--- config.mk ---
export PLATFORM = sky130hd
export DESIGN_NAME = input_debouncer
export DESIGN_NICKNAME = d
export VERILOG_FILES = /design/src/rtl/io_cond_pkg.sv /design/src/rtl/debounce_bit.sv /design/src/rtl/input_debouncer.sv
export SDC_FILE = /design/constraint.sdc
export NUM_CORES = 1
export LEC_CHECK = 0
export ABC_CLOCK_PERIOD_IN_PS = 1900
export CAP_MARGIN = 15
export CORE_ASPECT_RATIO = 1.1
export CORE_UTILIZATION = 55
export DETAILED_ROUTE_END_ITERATION = 10
export PLACE_DENSITY = 0.84
export SLEW_MARGIN = 10
export SYNTH_ARGS = -nofsm -noshare
export SYNTH_HDL_FRONTEND = slang
export SYNTH_SLANG_ARGS = --single-unit
--- constraint.sdc ---
create_clock -name clk -period 1.9 [get_ports clk]
set_input_delay 0.285 -clock clk [delete_from_list [all_inputs] [get_ports clk]]
set_output_delay 0.285 -clock clk [all_outputs]
set_load 0.05 [all_outputs]
--- src/rtl/io_cond_pkg.sv ---
`default_nettype none
// ============================================================================
// Module  : io_cond_pkg
// Purpose : Shared defaults and types for the pad-input conditioning blocks.
//           DEFAULT_SYNC_STAGES / DEFAULT_DEBOUNCE_CYCLES seed the debouncer
//           parameters; bit_state_e names the two per-bit debounce states.
// Rev     : 1.0  initial release
// ============================================================================
package io_cond_pkg;

  localparam int DEFAULT_SYNC_STAGES     = 2;
  localparam int DEFAULT_DEBOUNCE_CYCLES = 16;

  // SETTLED: synchronised level agrees with the clean level, counter idle.
  // PENDING: synchronised level disagrees, counter running.
  typedef enum logic {
    SETTLED = 1'b0,
    PENDING = 1'b1
  } bit_state_e;

endpackage : io_cond_pkg
`default_nettype wire

--- src/rtl/debounce_bit.sv ---
`default_nettype none
// ============================================================================
// Module  : debounce_bit
// Purpose : Single-bit synchroniser + debouncer with registered edge pulses.
// Ports   : clk       rising-edge clock
//           rst_n     asynchronous active-low reset
//           ena       enable; low clears and holds the counter
//           raw_i     asynchronous pad input
//           clean_o   debounced level
//           rise_o    one-cycle pulse on clean 0->1
//           fall_o    one-cycle pulse on clean 1->0
//           settled_o synchronised level == clean level and counter idle
// Rev     : 1.0  initial release
// ============================================================================
module debounce_bit
  import io_cond_pkg::*;
#(
  parameter int SYNC_STAGES     = DEFAULT_SYNC_STAGES,
  parameter int DEBOUNCE_CYCLES = DEFAULT_DEBOUNCE_CYCLES
) (
  input  logic clk,
  input  logic rst_n,
  input  logic ena,
  input  logic raw_i,
  output logic clean_o,
  output logic rise_o,
  output logic fall_o,
  output logic settled_o
);

  localparam int            CW       = $clog2(DEBOUNCE_CYCLES);
  localparam logic [CW-1:0] CNT_LAST = CW'(DEBOUNCE_CYCLES - 1);

  logic [SYNC_STAGES-1:0] sync_q;
  logic                   sync_lvl;
  logic [CW-1:0]          cnt_q, cnt_d;
  logic                   clean_q, clean_d;
  logic                   rise_q, rise_d;
  logic                   fall_q, fall_d;

  // Stage 0 samples the pad; the last stage is the only one the debouncer sees.
  assign sync_lvl = sync_q[SYNC_STAGES-1];

  always_comb begin
    cnt_d   = '0;
    clean_d = clean_q;
    rise_d  = 1'b0;
    fall_d  = 1'b0;
    if (ena && (sync_lvl != clean_q)) begin
      if (cnt_q == CNT_LAST) begin
        // Disagreement has lasted DEBOUNCE_CYCLES evaluations: accept it.
        // Counter restarts at 0, which also spaces successive pulses.
        clean_d = sync_lvl;
        rise_d  = sync_lvl;
        fall_d  = ~sync_lvl;
      end else begin
        cnt_d = cnt_q + CW'(1);
      end
    end
  end

  always_ff @(posedge clk or negedge rst_n) begin
    if (!rst_n) begin
      sync_q  <= '0;
      cnt_q   <= '0;
      clean_q <= 1'b0;
      rise_q  <= 1'b0;
      fall_q  <= 1'b0;
    end else begin
      sync_q  <= {sync_q[SYNC_STAGES-2:0], raw_i};
      cnt_q   <= cnt_d;
      clean_q <= clean_d;
      rise_q  <= rise_d;
      fall_q  <= fall_d;
    end
  end

  assign clean_o   = clean_q;
  assign rise_o    = rise_q;
  assign fall_o    = fall_q;
  assign settled_o = (sync_lvl == clean_q) && (cnt_q == '0);

endmodule : debounce_bit
`default_nettype wire

--- src/rtl/input_debouncer.sv ---
`default_nettype none
// ============================================================================
// Module  : input_debouncer
// Purpose : WIDTH independent synchronise-and-debounce channels between the
//           raw pad inputs and the select/data mux stage.
// Ports   : clk        rising-edge clock
//           rst_n      asynchronous active-low reset
//           ena        enable; low clears and holds all debounce counters
//           raw_in     asynchronous pad inputs [WIDTH]
//           clean_out  debounced levels [WIDTH]
//           rise_pulse one-cycle 0->1 pulses [WIDTH]
//           fall_pulse one-cycle 1->0 pulses [WIDTH]
//           stable     every channel settled (combinational from flops)
// Rev     : 1.0  initial release
// ============================================================================
module input_debouncer
  import io_cond_pkg::*;
#(
  parameter int WIDTH           = 8,
  parameter int SYNC_STAGES     = DEFAULT_SYNC_STAGES,
  parameter int DEBOUNCE_CYCLES = DEFAULT_DEBOUNCE_CYCLES
) (
  input  logic             clk,
  input  logic             rst_n,
  input  logic             ena,
  input  logic [WIDTH-1:0] raw_in,
  output logic [WIDTH-1:0] clean_out,
  output logic [WIDTH-1:0] rise_pulse,
  output logic [WIDTH-1:0] fall_pulse,
  output logic             stable
);

  logic [WIDTH-1:0] settled_w;

  for (genvar i = 0; i < WIDTH; i++) begin : g_bit
    debounce_bit #(
      .SYNC_STAGES     (SYNC_STAGES),
      .DEBOUNCE_CYCLES (DEBOUNCE_CYCLES)
    ) u_bit (
      .clk       (clk),
      .rst_n     (rst_n),
      .ena       (ena),
      .raw_i     (raw_in[i]),
      .clean_o   (clean_out[i]),
      .rise_o    (rise_pulse[i]),
      .fall_o    (fall_pulse[i]),
      .settled_o (settled_w[i])
    );
  end

  assign stable = &settled_w;

endmodule : input_debouncer
`default_nettype wire

==> results.json <==
{
  "drtIter0Drc": 111,
  "grt_use_total": 0.227,
  "overflow": 0,
  "max_freq_mhz": 438,
  "antenna_found_initial": 0,
  "rsz0062_at_grt": "true",
  "synthTopCellsByArea": "dfrtp_1, ha_1, buf_4, and3_1, inv_1",
  "synth.distinct_cells": 26,
  "intPower_mw": 2.52,
  "cts-root-buf": "clkbuf_8",
  "antenna_cells": 0,
  "finalCritPeriodShare": 1.20,
  "dpl.hpwl_mm": 4.12,
  "fp-row-count": 28,
  "async_reset_ff_frac": 1.00,
  "comb_power_share": 0.058,
  "dieArea_um2": 6030,
  "postSynthCellCount": 270,
  "wirelength_mm": 5.88,
  "synth_seq_area_share": 0.573,
  "final.setup.tns_ns": -0.386,
  "yosys.area.top_type": "dfrtp_1",
  "report.final.slew_viol_count": 0,
  "cp-end-kind": "output pin",
  "grt_max_degree": 39,
  "worst-endpoint-required_ns": 1.62,
  "p_clk_frac": 0.446,
  "synth_area_per_cell_um2": 11.7,
  "ys_ff_latch": 72,
  "final.setup_skew_ns": 0.00736,
  "cts_post_setup_buffers_inserted": 0,
  "r2r_slack_ns": 0.41,
  "crit_fanout": 4,
  "violations": "negative setup slack",
  "drc": 0,
  "vdd_drop_max_mv": 0.529,
  "dp.cells": 373,
  "ys.warnings.count": 0,
  "cts_buffers": 9,
  "final_cells": 390,
  "drive_gt1_frac": 0.143,
  "synth_edf_count": 0,
  "dominantRegCellSynth": "dfrtp_1",
  "routed_via_density": 5.35,
  "power_leakage_nw": 1.82,
  "htree_num_levels": 3,
  "crit_arrival_ns": 2.00,
  "pin_count": 36,
  "cts_tree": "built",
  "drv_cap": 0,
  "cellPowerDensity_nw_per_um2": 831,
  "worstMarginPinSlew_ns": 0.509,
  "finalNetCount": 337,
  "seqPwrFrac": 0.496,
  "hold_path_class": "reg -> reg",
  "maxSlewHeadroom": 0.660,
  "clk_latency_ns": 0.35,
  "finalSetupViolations": 1,
  "syn-num-nets": 297,
  "grt_pass1_vias": 2169,
  "yosysTopAreaCellShare": 0.573,
  "finalHoldViolCount": 0,
  "place.gp.congestion": 0.826,
  "grt_first_pass_wirelength_mm": 9.94,
  "core-area_um2": 5430,
  "synth.most_common_cell": "dfrtp_1",
  "clockBufferDepth": 2,
  "drtPass1Iterations": 4,
  "io_buffers": 35,
  "critPathLaunchType": "flop",
  "postRouteAntennaNets": 0,
  "cts.clk_slew.worst_paths_ns": 0.07,
  "dr_total_vias": 2086,
  "syn2layout_area_growth_pct": 22.4,
  "power.share.switching": 0.214,
  "numClockSinks": 72,
  "start_util": 0.579,
  "syn_area_um2": 3150,
  "p_switching_mw": 0.686,
  "critPathKind": "reg -> out",
  "final_core_util": 0.709,
  "dieWidth_um": 74.1,
  "timing.final.ws_setup_ns": -0.386,
  "min_period_ns": 2.29,
  "ys_top_cells_by_count": "dfrtp_1, buf_4, inv_1",
  "status": "complete, but fails checks",
  "wl_per_cell_um": 15.1,
  "die-height_um": 81.3
}
[cell families (layout without fill, tap and decap cells)]
kind of cell	count (synthesis)	after routing	synth area share
AND/OR/NAND/NOR	83	83	0.163
flip-flops	72	72	0.573
buffers and inverters	51	96	0.0895
AO/OA/AOI/OAI	24	24	0.0382
adder cells (fa/ha/maj)	16	16	0.0636
XOR/XNOR	16	16	0.0446
multiplexers	8	8	0.0286
[repair_timing]
item,in CTS,in global routing
hold buffers,1,0
endpoints found under the setup margin,3,1
hold endpoints to repair,20,0
resized for setup,4,1
gates cloned,0,0
[power groups by stage]
stage / clock, mW / sequential [mW] / combinational [mW]
final: 1.43 / 1.59 / 0.186
after global routing: 1.51 / 1.59 / 0.210
after CTS: 1.44 / 1.59 / 0.187
after detailed placement: 0 / 1.62 / 0.181
after global placement: 0 / 1.61 / 0.173
after floorplan: 0 / 1.62 / 0.0660
[sequential cells by signal (all words and copies together) (netlist names)]
register and cells:
g_bit.u_bit.clean_o 8, g_bit.u_bit.cnt_q 32, g_bit.u_bit.sync_q 16, g_bit.u_bit.fall_o 8
g_bit.u_bit.rise_o 8
[cell type report]
type / count / area, um2
flip-flops and latches: 72 / 1800
multi-input cells: 147 / 1090
inverters: 24 / 90.1
fillers: 391 / 1580
clock inverters: 6 / 108
well taps: 75 / 93.8
clock buffers: 10 / 128
repair buffers: 56 / 538
[routing by layer]
| layer | share of wire | routed length (um) | track usage | vias up |
|---|---|---|---|---|
| met2 | 0.52 | 3060 | 0.366 | 41 |
| met3 | 0.027 | 159 | 0.0434 | 14 |
| met5 | 0 | 0 | 0 | - |
| li1 | - | - | - | 981 |
| met4 | 0.025 | 146 | 0.137 | 0 |
| met1 | 0.43 | 2510 | 0.282 | 1050 |
[layout by cell type (no fill, tap or decap), types with 9 or more instances in the layout]
cell             instances
a21oi_1                 16
nand2_1                 17
and3_1                  15
inv_1                   24
buf_4                   18
clkdlybuf4s50_1         31
ha_1                    16
clkbuf_8                 9
dfrtp_1                 72
[critical path, cell delays in order, from the launching register on]
cell,delay (ns)
dfrtp_1,0.41
xor2_1,0.18
or4_4,0.56
nor4_4,0.31
buf_12,0.18
[final timing paths]
| path | endpoint | start | cells past startpoint |
|---|---|---|---|
| setup / recovery | stable | g_bit[3].u_bit.sync_q[1]$_DFF_PN0_ | 4 |
| hold / removal | g_bit[2].u_bit.sync_q[1]$_DFF_PN0_ | g_bit[2].u_bit.sync_q[0]$_DFF_PN0_ | 0 |
| setup reg to reg | g_bit[1].u_bit.clean_o$_DFFE_PN0P_ | g_bit[1].u_bit.cnt_q[0]$_DFF_PN0_ | 5 |
| hold reg to reg | g_bit[2].u_bit.sync_q[1]$_DFF_PN0_ | g_bit[2].u_bit.sync_q[0]$_DFF_PN0_ | 0 |
| max in group asynchronous | g_bit[2].u_bit.clean_o$_DFFE_PN0P_ | rst_n | 3 |
| min in group asynchronous | g_bit[5].u_bit.sync_q[0]$_DFF_PN0_ | rst_n | 2 |
[metrics by stage]
stage	hold slack (ns)	instance area, um2	setup WS, ns	total power [mW]
2_1_floorplan	-0.0106	3160	-0.107	1.68
3_3_place_gp	0.280	3590	0.00357	1.79
3_5_place_dp	0.278	3590	-0.0564	1.80
4_1_cts	0.354	3840	-0.421	3.22
5_1_grt	0.362	3850	-0.516	3.31
6_report	0.352	3850	-0.386	3.20
Note: power is estimated with default switching activity, not from simulation.
